[src/rtl/mem_port_arbiter.sv]
// mem_port_arbiter: serialises IF fetches and DM loads/stores onto one memory port; ports: clk/reset, if_* fetch side, dm_* data side, mem_* memory side
module mem_port_arbiter #(
  parameter int MEM_LAT = 1
) (
  input  logic        clk,
  input  logic        reset,
  input  logic        if_req,
  input  logic [31:0] if_addr,
  input  logic        if_flush,
  output logic [31:0] if_rdata,
  output logic        if_ready,
  output logic        if_stall,
  input  logic        dm_req,
  input  logic        dm_wr,
  input  logic [1:0]  dm_size,
  input  logic [31:0] dm_addr,
  input  logic [31:0] dm_wdata,
  output logic [31:0] dm_rdata,
  output logic        dm_ready,
  output logic        dm_stall,
  output logic        mem_en,
  output logic        mem_we,
  output logic [1:0]  mem_size,
  output logic [31:0] mem_addr,
  output logic [31:0] mem_wdata,
  input  logic [31:0] mem_rdata
);
  typedef enum logic [1:0] {IDLE, ISSUE, WAIT} state_t;
  state_t     state;
  logic [2:0] cnt;
  logic       last_dm, kill, own_dm;
  logic       if_ok, dm_ok, grant_dm, grant_if, last_wait;
  // a requester whose ready pulse is high this cycle is finishing, so it is not re-granted
  always_comb begin
    if_ok     = if_req & ~if_ready & ~if_flush;
    dm_ok     = dm_req & ~dm_ready;
    grant_dm  = dm_ok & (~if_ok | ~last_dm);
    grant_if  = if_ok & ~grant_dm;
    last_wait = (cnt + 3'd1) == 3'(MEM_LAT);
  end
  assign if_stall = if_req & ~if_ready;
  assign dm_stall = dm_req & ~dm_ready;
  always_ff @(posedge clk) begin
    if (reset) begin
      state     <= IDLE;
      cnt       <= '0;
      last_dm   <= 1'b0;
      kill      <= 1'b0;
      own_dm    <= 1'b0;
      mem_en    <= 1'b0;
      mem_we    <= 1'b0;
      mem_size  <= '0;
      mem_addr  <= '0;
      mem_wdata <= '0;
      if_rdata  <= '0;
      dm_rdata  <= '0;
      if_ready  <= 1'b0;
      dm_ready  <= 1'b0;
    end else begin
      if_ready <= 1'b0;
      dm_ready <= 1'b0;
      case (state)
        IDLE: if (grant_dm | grant_if) begin
          state     <= ISSUE;
          mem_en    <= 1'b1;
          mem_we    <= grant_dm & dm_wr;
          mem_size  <= grant_dm ? dm_size : 2'b10;
          mem_addr  <= grant_dm ? dm_addr : if_addr;
          mem_wdata <= dm_wdata;
          own_dm    <= grant_dm;
          last_dm   <= grant_dm;
        end
        ISSUE: begin
          mem_en <= 1'b0;
          mem_we <= 1'b0;
          cnt    <= '0;
          kill   <= kill | (~own_dm & if_flush);
          if (mem_we) begin
            state    <= IDLE;
            dm_ready <= 1'b1;
            kill     <= 1'b0;
          end else state <= WAIT;
        end
        WAIT: begin
          cnt  <= cnt + 3'd1;
          kill <= kill | (~own_dm & if_flush);
          if (last_wait) begin
            state <= IDLE;
            kill  <= 1'b0;
            if (own_dm) begin
              dm_rdata <= mem_rdata;
              dm_ready <= 1'b1;
            end else if (!(kill | if_flush)) begin
              if_rdata <= mem_rdata;
              if_ready <= 1'b1;
            end
          end
        end
        default: state <= IDLE;
      endcase
    end
  end
endmodule

[config.mk]
export PLATFORM = sky130hd
export DESIGN_NAME = mem_port_arbiter
export DESIGN_NICKNAME = d
export VERILOG_FILES = /design/src/rtl/mem_port_arbiter.sv
export SDC_FILE = /design/constraint.sdc
export NUM_CORES = 1
export LEC_CHECK = 0
export ABC_AREA = 0
export BUFFER_PORTS_ARGS = -buffer_cell sky130_fd_sc_hd__buf_2
export CAP_MARGIN = 40
export CORE_AREA = 2 2 106 108
export CTS_BUF_LIST = sky130_fd_sc_hd__clkbuf_4
export DETAILED_ROUTE_END_ITERATION = 10
export DIE_AREA = 0 0 108 110
export GPL_ROUTABILITY_DRIVEN = 1
export HOLD_SLACK_MARGIN = 0.05
export PLACE_DENSITY = 0.87
export SYNTH_ARGS = -nofsm -noshare
export SYNTH_HDL_FRONTEND = slang
export SYNTH_SLANG_ARGS = --single-unit
[constraint.sdc]
create_clock -name clk -period 4.05 [get_ports clk]
set_input_delay 0.81 -clock clk [delete_from_list [all_inputs] [get_ports clk]]
set_output_delay 0.81 -clock clk [all_outputs]
set_load 0.03 [all_outputs]
-- Word level (Yosys, flattened, before mapping)
Cells that the tools add are included.
- add/subtract/negate cells: 1
- eq/ne operators: 5
- muxes and demuxes: 19
- bitwise operators: 20
- reductions and logical operators: 9
- operator list (kind ; count):
    2-to-1 mux 32 bit ; 1
    inverter 1 bit ; 9
    2-to-1 mux 1 bit ; 8
    2-to-1 mux 2 bit ; 4
    one-hot mux 1 bit (2 select lines) ; 4
    bitwise AND 1 bit ; 7
    one-hot mux 2 bit (3 select lines) ; 1
    one-hot mux 3 bit (2 select lines) ; 1
    AND reduction 2 bit ; 3
    != test 2 bit (second input constant) ; 2
    OR 1 bit ; 4
    AND reduction 4 bit ; 1
    nonzero test 2 bit ; 2
    OR reduction 4 bit ; 1
    adder 3 x 1 -> 3 bit (second input constant) ; 1
    equality test 3 x 1 -> 1 bit (second input constant) ; 1
    AND reduction 3 bit ; 1
    equality test 2 x 1 -> 1 bit (second input constant) ; 1
    equality test 2 bit (second input constant) ; 1
    logical NOT 2 bit ; 1
- register bits after elaboration: 141
- input bits: 136
- output and inout bits: 136

-- Depth between registers and ports, before layout
Gate-level depths: netlist of the first run.
- depth after elaboration: 11
- depth in mapped cells: 8
- depth with buffers taken out: 6

-- Worst setup path after synthesis of the first run
Ideal clock, no wire load.
- path kind: input to register
- from: input port dm_req
- to: register mem_addr[10]
- arrival time: 1994 ps
- path slack: 1970 ps
- stages on the path: 6
- path buffers: 1
- cell sequence: nand2b_1 -> inv_1 -> o21ai_1 -> clkbuf_1 -> a21oi_1 -> a211oi_1
- word-level cells in the longest chain between the ends: 6
- elaborated cells between the ends (all ways): 7
- those cells by class: mux (1); bitwise (5); reduce/logical (1)
- RTL lines (what ; RTL line ; source):
    start: declaration ; 13 ; input logic dm_req,
    bitwise AND 1 bit (*) ; n/a ;
    net dm_stall ; 20 ; output logic dm_stall,
    bitwise AND 1 bit (*) ; 37 ; grant_dm = dm_ok & (~if_ok | ~last_dm);
    inverter 1 bit ; 38 ; grant_if = if_ok & ~grant_dm;
    bitwise AND 1 bit ; 38 ;
    OR 1 bit ; 63 ; IDLE: if (grant_dm | grant_if) begin
    AND reduction 2 bit (no source line) ; n/a ;
    end signal: assignment ; 68 ; mem_addr <= grant_dm ? dm_addr : if_addr;
    end: declaration ; 24 ; output logic [31:0] mem_addr,
Mark *: on every way through the listed nets, which the timed path passes. The rest lies on a longest branch.
A chain may end at the register's enable or synchronous reset.

-- Final worst setup path of the first run
- from: register dm_ready
- to: output port dm_stall
- word-level cells in the longest chain between the ends: 2
- RTL lines (what ; RTL line ; source):
    start: declaration ; 19 ; output logic dm_ready,
    start signal: assignment ; 58 ; dm_ready <= 1'b0;
    start signal: assignment ; 61 ; dm_ready <= 1'b0;
    start signal: assignment ; 80 ; dm_ready <= 1'b1;
    inverter 1 bit ; 42 ; assign dm_stall = dm_req & ~dm_ready;
    bitwise AND 1 bit ; 42 ;
    end: declaration ; 20 ;
No other way between the ends.

==> results of run 1 <==
[through the flow]
step	cell area, µm²	hold WS, ns	utilization [%]
floorplan	5345	0.4626	-
global placement	6758	0.4382	63.17
detailed placement	6758	0.4434	63.17
CTS	7088	0.4473	66.26
global route	7088	0.4551	66.26
finish	7091	0.4576	66.28
[kinds of logic after synthesis]
kind of cell / count (synthesis) / share of synthesized area (%)
AO/OA/AOI/OAI: 178 / 18.73
XOR/XNOR: 1 / 0.1639
adder cells (fa/ha/maj): 6 / 1.404
buffers and inverters: 60 / 4.892
flip-flops: 141 / 52.81
multiplexers: 2 / 0.3745
AND/OR/NAND/NOR: 290 / 21.63
[layout by cell type, fill, tap and decap left out, types with 2 or more instances in the layout]
cell,instances
buf_2,270
nand2_1,228
dfxtp_1,141
a21oi_1,135
nor2_1,38
a211oi_1,32
clkbuf_4,18
buf_4,11
inv_1,8
nand2b_1,6
ha_1,6
nor3_1,4
nand3_1,4
bufinv_16,4
clkinv_4,4
clkinvlp_4,4
o21ai_0,3
and4_1,2
nand4_1,2
nor3b_1,2
a31oi_1,2
mux2i_1,2
clkinv_2,2
[layer usage]
layer	routed length [µm]	vias to the layer above	share of wire [%]	GRT usage, %
met5	0	-	0	0
met4	287	0	1.9	9.799
met3	1426	25	9.6	8.230
met2	7477	243	50	42.41
met1	5682	2429	38	27.38
li1	-	2742	-	-
[worst paths after layout]
kind	end	slack (ns)	cells past startpoint
max reg2reg	mem_addr[26]	1.83	6
min reg2reg	if_rdata[5]	0.46	2
max	dm_stall	1.70	3
min	if_rdata[5]	0.46	2
[layout make-up]
class	count	area, µm²	share of cell area (%)
clock inverters	14	195.2	2.753
flip-flops and latches	141	2823	39.81
diodes	1	2.502	0.03529
inverters	8	30.03	0.4235
well taps	140	175.2	2.470
clock buffers	18	135.1	1.906
multi-input cells	477	2276	32.10
repair buffers	282	1454	20.50
[power groups by stage]
stage	Combinational, mW	Sequential, mW	Clock, mW
2_1_floorplan	0.416	1.88	0
3_3_place_gp	0.967	1.63	0
3_5_place_dp	0.979	1.63	0
4_1_cts	0.980	1.60	1.04
5_1_grt	1.07	1.62	1.10
6_report	0.975	1.60	1.02
[worst reg2reg max path: cells and delay by family (launching register included)]
kind | cells | cell delay [ns]
DFF | 1 | 0.36
and+or+nand+nor | 1 | 0.24
buffers and inverters | 2 | 0.55
AOI/OAI and AO/OA | 3 | 0.99
[registers in the layout (all words and copies together) (netlist names), 2 cells and up]
register and count:
dm_rdata 32, mem_wdata 32, state 2, cnt 3, mem_size 2, if_rdata 32, mem_addr 32
==> key figures, run 1 <==
Yosys
  – EDFF count, synth: 0
  – Post-Synthesis Cells: 678
  – Synth Cell Area: 0.005345 mm²
  – Post-synthesis register bit count: 141
  – Synth top area share: 52.81%
  – Synth area leaders: dfxtp_1 (53%), nand2_1 (16%), a21oi_1 (13%)
  – Ys async rst share: 0%
  – Avg Cell Area, Syn: 7.884 µm²
  – Synth warnings: 0
  – Biggest area consumer among synthesized cells: dfxtp_1
  – Top FF cell, synth: dfxtp_1
  – Most frequent cell after synthesis: nand2_1
  – Sequential fraction of the synthesis area: 52.81%
  – Netlist cell types: 30
  – List of most frequent post-synthesis cells: nand2_1 (228), dfxtp_1 (141), a21oi_1 (136)
  – Synth Net Count: 820

Timing
  – Max Slew Vio Count: 0
  – Fmax: 424.7 MHz
  – Final WS setup: 1.696 ns
  – Final hold violation count: 0
  – Final period utilization: 58.13%
  – Worst-Margin Slew: 0.7977 ns
  – TNS Setup: 0 ns
  – Final setup fails: 0
  – Clk_skew: 0.01683 ns
  – Post-layout min period: 2.354 ns
  – Max transition margin: 46.62%
  – RSZ-0062 raised after global routing: false

Place
  – Placed Instances: 1048
  – Dpl ws: 1.299 ns
  – Routability-driven placement congestion ratio: 0.8144
  – Port Buffers: 271
  – Detailed Place HPWL: 10660 µm

Detailed routing
  – Routed via count: 5439
  – DRT iter0 DRCs: 394
  – Final ANT Viol Nets: 0
  – DRC viols: 0
  – WL per Instance: 13.76 µm
  – Total routed wirelength: 14870 µm
  – Via density: 5.031
  – Drt pass-1 iters: 4

Clock network
  – PostCTS Resize Cnt: 0
  – Clk pin slew, worst setup/hold paths: 0.12 ns
  – Depth of the CTS H-tree: 4
  – Postcts setup bufs: 0
  – Clock Tree Buf Depth: 2
  – CTS sink cnt: 141
  – Worst skew pair latency: 0.53 ns
  – TritonCTS buffer count: 17
  – # hold bufs at CTS: 0
  – TritonCTS clock tree: done
  – CTS Root Cell: clkbuf_4

Worst setup path
  – CP Capture Type: primary output
  – Critical path required time: 3.24 ns
  – Buf/Inv on CP: 2
  – Crit Path Class: reg2out
  – Crit-path max cell delay: 0.33 ns
  – Worst EP arrival: 1.54 ns
  – Worst-path cell chain: nand2b_1 -> inv_1 -> buf_2
  – Slowest library cell on the worst path: dfxtp_1
  – Worst-path maximum fanout: 4
  – Critical Path Start: dm_ready
  – Largest delay contributor family on the critical path: buffers and inverters
  – Reg-to-reg startpoint: dm_ready
  – Crit path launch type: flip-flop

Cells and area
  – Final #Nets: 1069
  – Area grow syn2layout: 32.65%
  – Final non-filler cell total: 1081
  – Layout filler cell count: 928
  – Layout cells sized above 1: 34.15%

Floorplan
  – Initial core utilization: 49.96%
  – Die Ht: 110 µm
  – Core Rows: 38
  – Die area: 0.01188 mm²
  – Die W: 108 µm
  – I/O pin total: 272
  – Core footprint: 0.01070 mm²

Global routing
  – Initial antenna violation count: 0
  – GRT Overall Usage: 24.30%
  – Largest net degree at the start of global routing: 61
  – Vias in the first global route: 4966
  – First-pass GRT wire length: 22790 µm
  – Congestion Overflow GR: 0

Outcome
  – Status: complete, no violations

Power
  – Clock power frac: 28.3%
  – P_sw: 1.259 mW
  – Lkg Pwr: 3.273 nW
  – Total power: 3.590 mW
  – Logic gate share of total power: 27.1%
  – Worst vdd ir: 0.0002423 V
  – P_int: 2.331 mW
  – Seq pwr share: 44.5%
  – Power Density: 506.3 mW/mm²
  – Sw Ratio: 35.08%

Min path
  – Worst hold start: if_rdata[5]
  – Hold Path Class: reg2reg

Job
  – Max Cap Viol: 0
No activity file was read; power rests on OpenSTA's default activity.
==> run 2, diff against run 1 <==
Settings changed: CORE_AREA 2 2 106 108 to unset, CORE_UTILIZATION set to 47, DIE_AREA 0 0 108 110 to unset, PLACE_DENSITY 0.87 to 0.82.
Clock period 4.05 ns to 2.45 ns, I/O delays scaled along.
==> key figures, run 2 (synthesis results as in run 1) <==
Outcome
  – Status: complete, no violations

Floorplan
  – Die area: 0.01180 mm²
  – Initial core utilization: 48.67%
  – Die W: 108.6 µm
  – I/O pin total: 272
  – Core footprint: 0.01098 mm²
  – Core Rows: 38
  – Die Ht: 108.6 µm

Detailed routing
  – WL per Instance: 13.93 µm
  – Routed via count: 5501
  – Via density: 5.089
  – Drt pass-1 iters: 5
  – DRT iter0 DRCs: 373
  – DRC viols: 0
  – Final ANT Viol Nets: 0
  – Total routed wirelength: 15060 µm

Timing
  – Max transition margin: 48.45%
  – Final WS setup: 0.3712 ns
  – Final setup fails: 0
  – Max Slew Vio Count: 0
  – Clk_skew: 0.01100 ns
  – Post-layout min period: 2.079 ns
  – Final period utilization: 84.85%
  – RSZ-0062 raised after global routing: false
  – Fmax: 481.1 MHz
  – Hold WS: 0.1762 ns
  – Worst-Margin Slew: 0.7732 ns
  – Final hold violation count: 0
  – TNS Setup: 0 ns

Power
  – Lkg Pwr: 3.256 nW
  – Power Density: 803.5 mW/mm²
  – Worst vdd ir: 0.0005140 V

Clock network
  – TritonCTS clock tree: done
  – Worst skew pair latency: 0.54 ns
  – CTS sink cnt: 141
  – Clk pin slew, worst setup/hold paths: 0.11 ns
  – Clock Tree Buf Depth: 2
  – # hold bufs at CTS: 0
  – TritonCTS buffer count: 17
  – CTS Root Cell: clkbuf_4
  – PostCTS Resize Cnt: 0
  – Postcts setup bufs: 0
  – Depth of the CTS H-tree: 4

Worst setup path
  – Crit-path max cell delay: 0.35 ns
  – Worst-path maximum fanout: 4
  – Crit Path Class: reg2out
  – Worst EP arrival: 1.59 ns
  – Critical path required time: 1.96 ns
  – CP Capture Type: primary output
  – Worst-path cell chain: nand2b_1 -> inv_1 -> buf_2
  – Slowest library cell on the worst path: dfxtp_1
  – Crit path launch type: flip-flop
  – Largest delay contributor family on the critical path: buffers and inverters
  – Buf/Inv on CP: 2

Cells and area
  – Most frequent cells in the layout: buf_2 (270), nand2_1 (228), dfxtp_1 (141)
  – Layout filler cell count: 987
  – Area grow syn2layout: 31.86%
  – Commonest non-fill, non-tap cell in the layout: buf_2
  – Final instance area: 0.007048 mm²
  – # diodes: 0
  – Layout cells sized above 1: 33.79%
  – Final #Nets: 1070

Place
  – Routability-driven placement congestion ratio: 0.8733
  – Post-DP Area: 0.006790 mm²
  – Dpl ws: 0.3753 ns
  – Port Buffers: 271
  – Detailed Place HPWL: 10640 µm

Global routing
  – Congestion Overflow GR: 0
  – GRT Overall Usage: 25.82%
  – Vias in the first global route: 5109
  – Initial antenna violation count: 0
  – Largest net degree at the start of global routing: 78
  – First-pass GRT wire length: 23490 µm

Job
  – Max Cap Viol: 0

Min path
  – Hold Path Class: in2reg
==> run 2: cell count changes in the layout (fill, tap and decap cells not counted), sizes merged <==
cell	change
clkinv	+3
clkbuf	-1
buf	+1
diode	-1
bufinv	-2
==> run 2: area by class of cell <==
cell class	count	area [µm²]	area share, %
Clock buffer	17	127.6	1.811
Multi-Input combinational cell	477	2276	32.29
Timing Repair Buffer	283	1486	21.09
Clock inverter	15	130.1	1.846
Tap cell	140	175.2	2.485
Sequential cell	141	2823	40.05
Inverter	8	30.03	0.4261
==> run 2: through the flow <==
step / std cells / util (%) / total power, mW
after floorplan: 678 / - / 3.802
after global placement: 1049 / 61.82 / 4.305
after detailed placement: 1049 / 61.82 / 4.331
after CTS: 1081 / 64.17 / 5.710
after global routing: 1081 / 64.17 / 5.981
final: 1081 / 64.17 / 5.663
==> run 2: worst paths after layout <==
path | from | endpoint | slack (ns) | cells past startpoint
setup / recovery | dm_ready | dm_stall | 0.37 | 3
setup reg to reg | dm_ready | mem_addr[24] | 0.60 | 6
hold / removal | dm_wdata[20] | mem_wdata[20] | 0.18 | 3
hold reg to reg | if_rdata[19] | if_rdata[19] | 0.46 | 2
==> run 2: worst register-to-register path, stage by stage (launching register included) <==
cell and delay, ns:
dfxtp_1 0.39, nand2b_1 0.26, inv_1 0.17, o21ai_4 0.37, buf_12 0.26, a21oi_1 0.09, a211oi_1 0.24
==> run 2: routing by layer <==
layer / routed length (µm) / GRT usage, % / part of all wire (%)
met1: 6153 / 29.74 / 41
met2: 7189 / 42.41 / 48
met3: 1231 / 8.966 / 8.2
met4: 486 / 13.13 / 3.2
met5: 0 / 0 / 0
==> run 2: where the power goes <==
group,internal [mW],switching [mW],total (mW)
registers,2.52,0.122,2.65
clock network,0.580,0.803,1.38
logic,0.526,1.11,1.64
total,3.63,2.03,5.66
==> run 3, diff against run 2 <==
Clock period 2.45 ns to 2.1 ns, I/O delays scaled along.
==> key figures, run 3 (synthesis results as in run 1) <==
Timing
  – Post-layout min period: 1.949 ns
  – RSZ-0062 raised after global routing: false
  – Worst-Margin Slew: 0.6688 ns
  – Max transition margin: 55.32%
  – Final hold violation count: 0
  – Fmax: 513.0 MHz
  – Final WS setup: 0.1506 ns
  – Final setup fails: 0
  – Final period utilization: 92.83%
  – TNS Setup: 0 ns
  – Clk_skew: 0.01630 ns
  – Max Slew Vio Count: 0

Detailed routing
  – Via density: 5.059
  – DRT iter0 DRCs: 440
  – Drt pass-1 iters: 4
  – Final ANT Viol Nets: 0
  – Routed via count: 5479
  – DRC viols: 0
  – Total routed wirelength: 14960 µm
  – WL per Instance: 13.82 µm

Worst setup path
  – Worst-path maximum fanout: 4
  – R2R Setup Slk: 0.29 ns
  – Slowest library cell on the worst path: dfxtp_1
  – Reg-to-reg startpoint: dm_ready
  – Crit path launch type: flip-flop
  – Worst EP arrival: 1.53 ns
  – Reg2Reg Capture Point: mem_addr[7]
  – Largest delay contributor family on the critical path: buffers and inverters
  – R2R depth: 6
  – CP Capture Type: primary output
  – Crit Path Class: reg2out
  – Crit-path max cell delay: 0.35 ns
  – Worst-path cell chain: nand2b_1 -> inv_2 -> buf_2
  – Critical path required time: 1.68 ns
  – Buf/Inv on CP: 2

Clock network
  – Postcts setup bufs: 0
  – Clk pin slew, worst setup/hold paths: 0.12 ns
  – Worst skew pair latency: 0.53 ns
  – Depth of the CTS H-tree: 4
  – Clock Tree Buf Depth: 2
  – TritonCTS buffer count: 17
  – CTS Root Cell: clkbuf_4
  – TritonCTS clock tree: done
  – CTS sink cnt: 141

Job
  – Max Cap Viol: 0

Global routing
  – First-pass GRT wire length: 22740 µm
  – Vias in the first global route: 4841
  – Initial antenna violation count: 0
  – Congestion Overflow GR: 0
  – Largest net degree at the start of global routing: 52
  – GRT Overall Usage: 24.97%

Cells and area
  – # diodes: 0
  – Layout cells sized above 1: 34.15%
  – Final #Nets: 1072
  – Commonest non-fill, non-tap cell in the layout: buf_2
  – Area grow syn2layout: 34.43%
  – Most frequent cells in the layout: buf_2 (270), nand2_1 (228), dfxtp_1 (141)

Place
  – Dpl ws: 0.1396 ns
  – Detailed Place HPWL: 10520 µm
  – Port Buffers: 271
  – Routability-driven placement congestion ratio: 0.8690

Power
  – Worst vdd ir: 0.0006763 V
  – Power Density: 961.2 mW/mm²
  – Lkg Pwr: 3.323 nW
  – Total power: 6.907 mW

Min path
  – Hold Path Depth: 3
  – Hold Path Class: in2reg
  – Worst hold start: dm_wdata[1]
  – Hold EP: mem_wdata[1]

Floorplan
  – Core Rows: 38
  – Initial core utilization: 48.67%
  – Die W: 108.6 µm
  – Die area: 0.01180 mm²
  – Die Ht: 108.6 µm
  – Core footprint: 0.01098 mm²
  – I/O pin total: 272

Outcome
  – Status: complete, no violations
run 3: changes by cell type in the layout (fill, tap and decap cells not counted), sizes merged:
cell,delta
buf,+2
bufinv,+2
clkinv,+1
clkinvlp,-3
run 3: metrics by stage:
step                      utilization [%]  area [µm²]  std cells  hold WS (ns)
after global routing                65.42        7186       1083       0.06088
after detailed placement            62.65        6880       1051        0.4432
final                               65.42        7186       1083        0.1071
after global placement              62.65        6880       1051        0.4386
after floorplan                         -        5345        678        0.4626
after CTS                           65.42        7186       1083       0.05044
run 3: timing repair:
item                                   CTS  global route
hold buffers                             0             0
endpoints found under the hold margin    0             0
resized for setup                        0             1
setup endpoints to repair                0             1
run 3: layer usage:
layer | GRT usage (%) | part of all wire, %
met1 | 29.09 | 41
met5 | 0 | 0
met3 | 8.010 | 7.7
met2 | 41.55 | 48
met4 | 11.78 | 2.6
run 3: area by class of cell:
cell class,count,area (µm²)
timing repair buffer,285,1577
tap,140,175.2
fill,958,3797
clock buffer,17,127.6
inverter,8,30.03
clock inverter,15,177.7
multi-input combinational,477,2276
sequential,141,2823
run 3: worst max-delay path by stage:
| stage | from | to | slack, ns | cells after the start |
|---|---|---|---|---|
| 4_1_cts | dm_ready | dm_stall | 0.02 | 3 |
| 6_report | dm_ready | dm_stall | 0.15 | 3 |
| 2_1_floorplan | dm_ready | mem_addr[10] | 0.25 | 6 |
| 3_5_place_dp | if_flush | mem_addr[21] | 0.14 | 6 |
| 5_1_grt | dm_ready | dm_stall | 0.05 | 3 |
| 3_3_place_gp | if_flush | mem_addr[15] | 0.23 | 6 |
run 3: worst register-to-register path, stage by stage, from the launching register on:
cell and delay [ns]:
dfxtp_1 0.39, nand2b_1 0.29, inv_2 0.12, o21ai_4 0.32, buf_4 0.25, a21oi_1 0.06
a211oi_1 0.29
run 3: report_power, final:
group	internal, mW	switching (mW)
sequential	2.94	0.139
clock	0.921	0.941
combinational	0.654	1.31
total	4.52	2.39
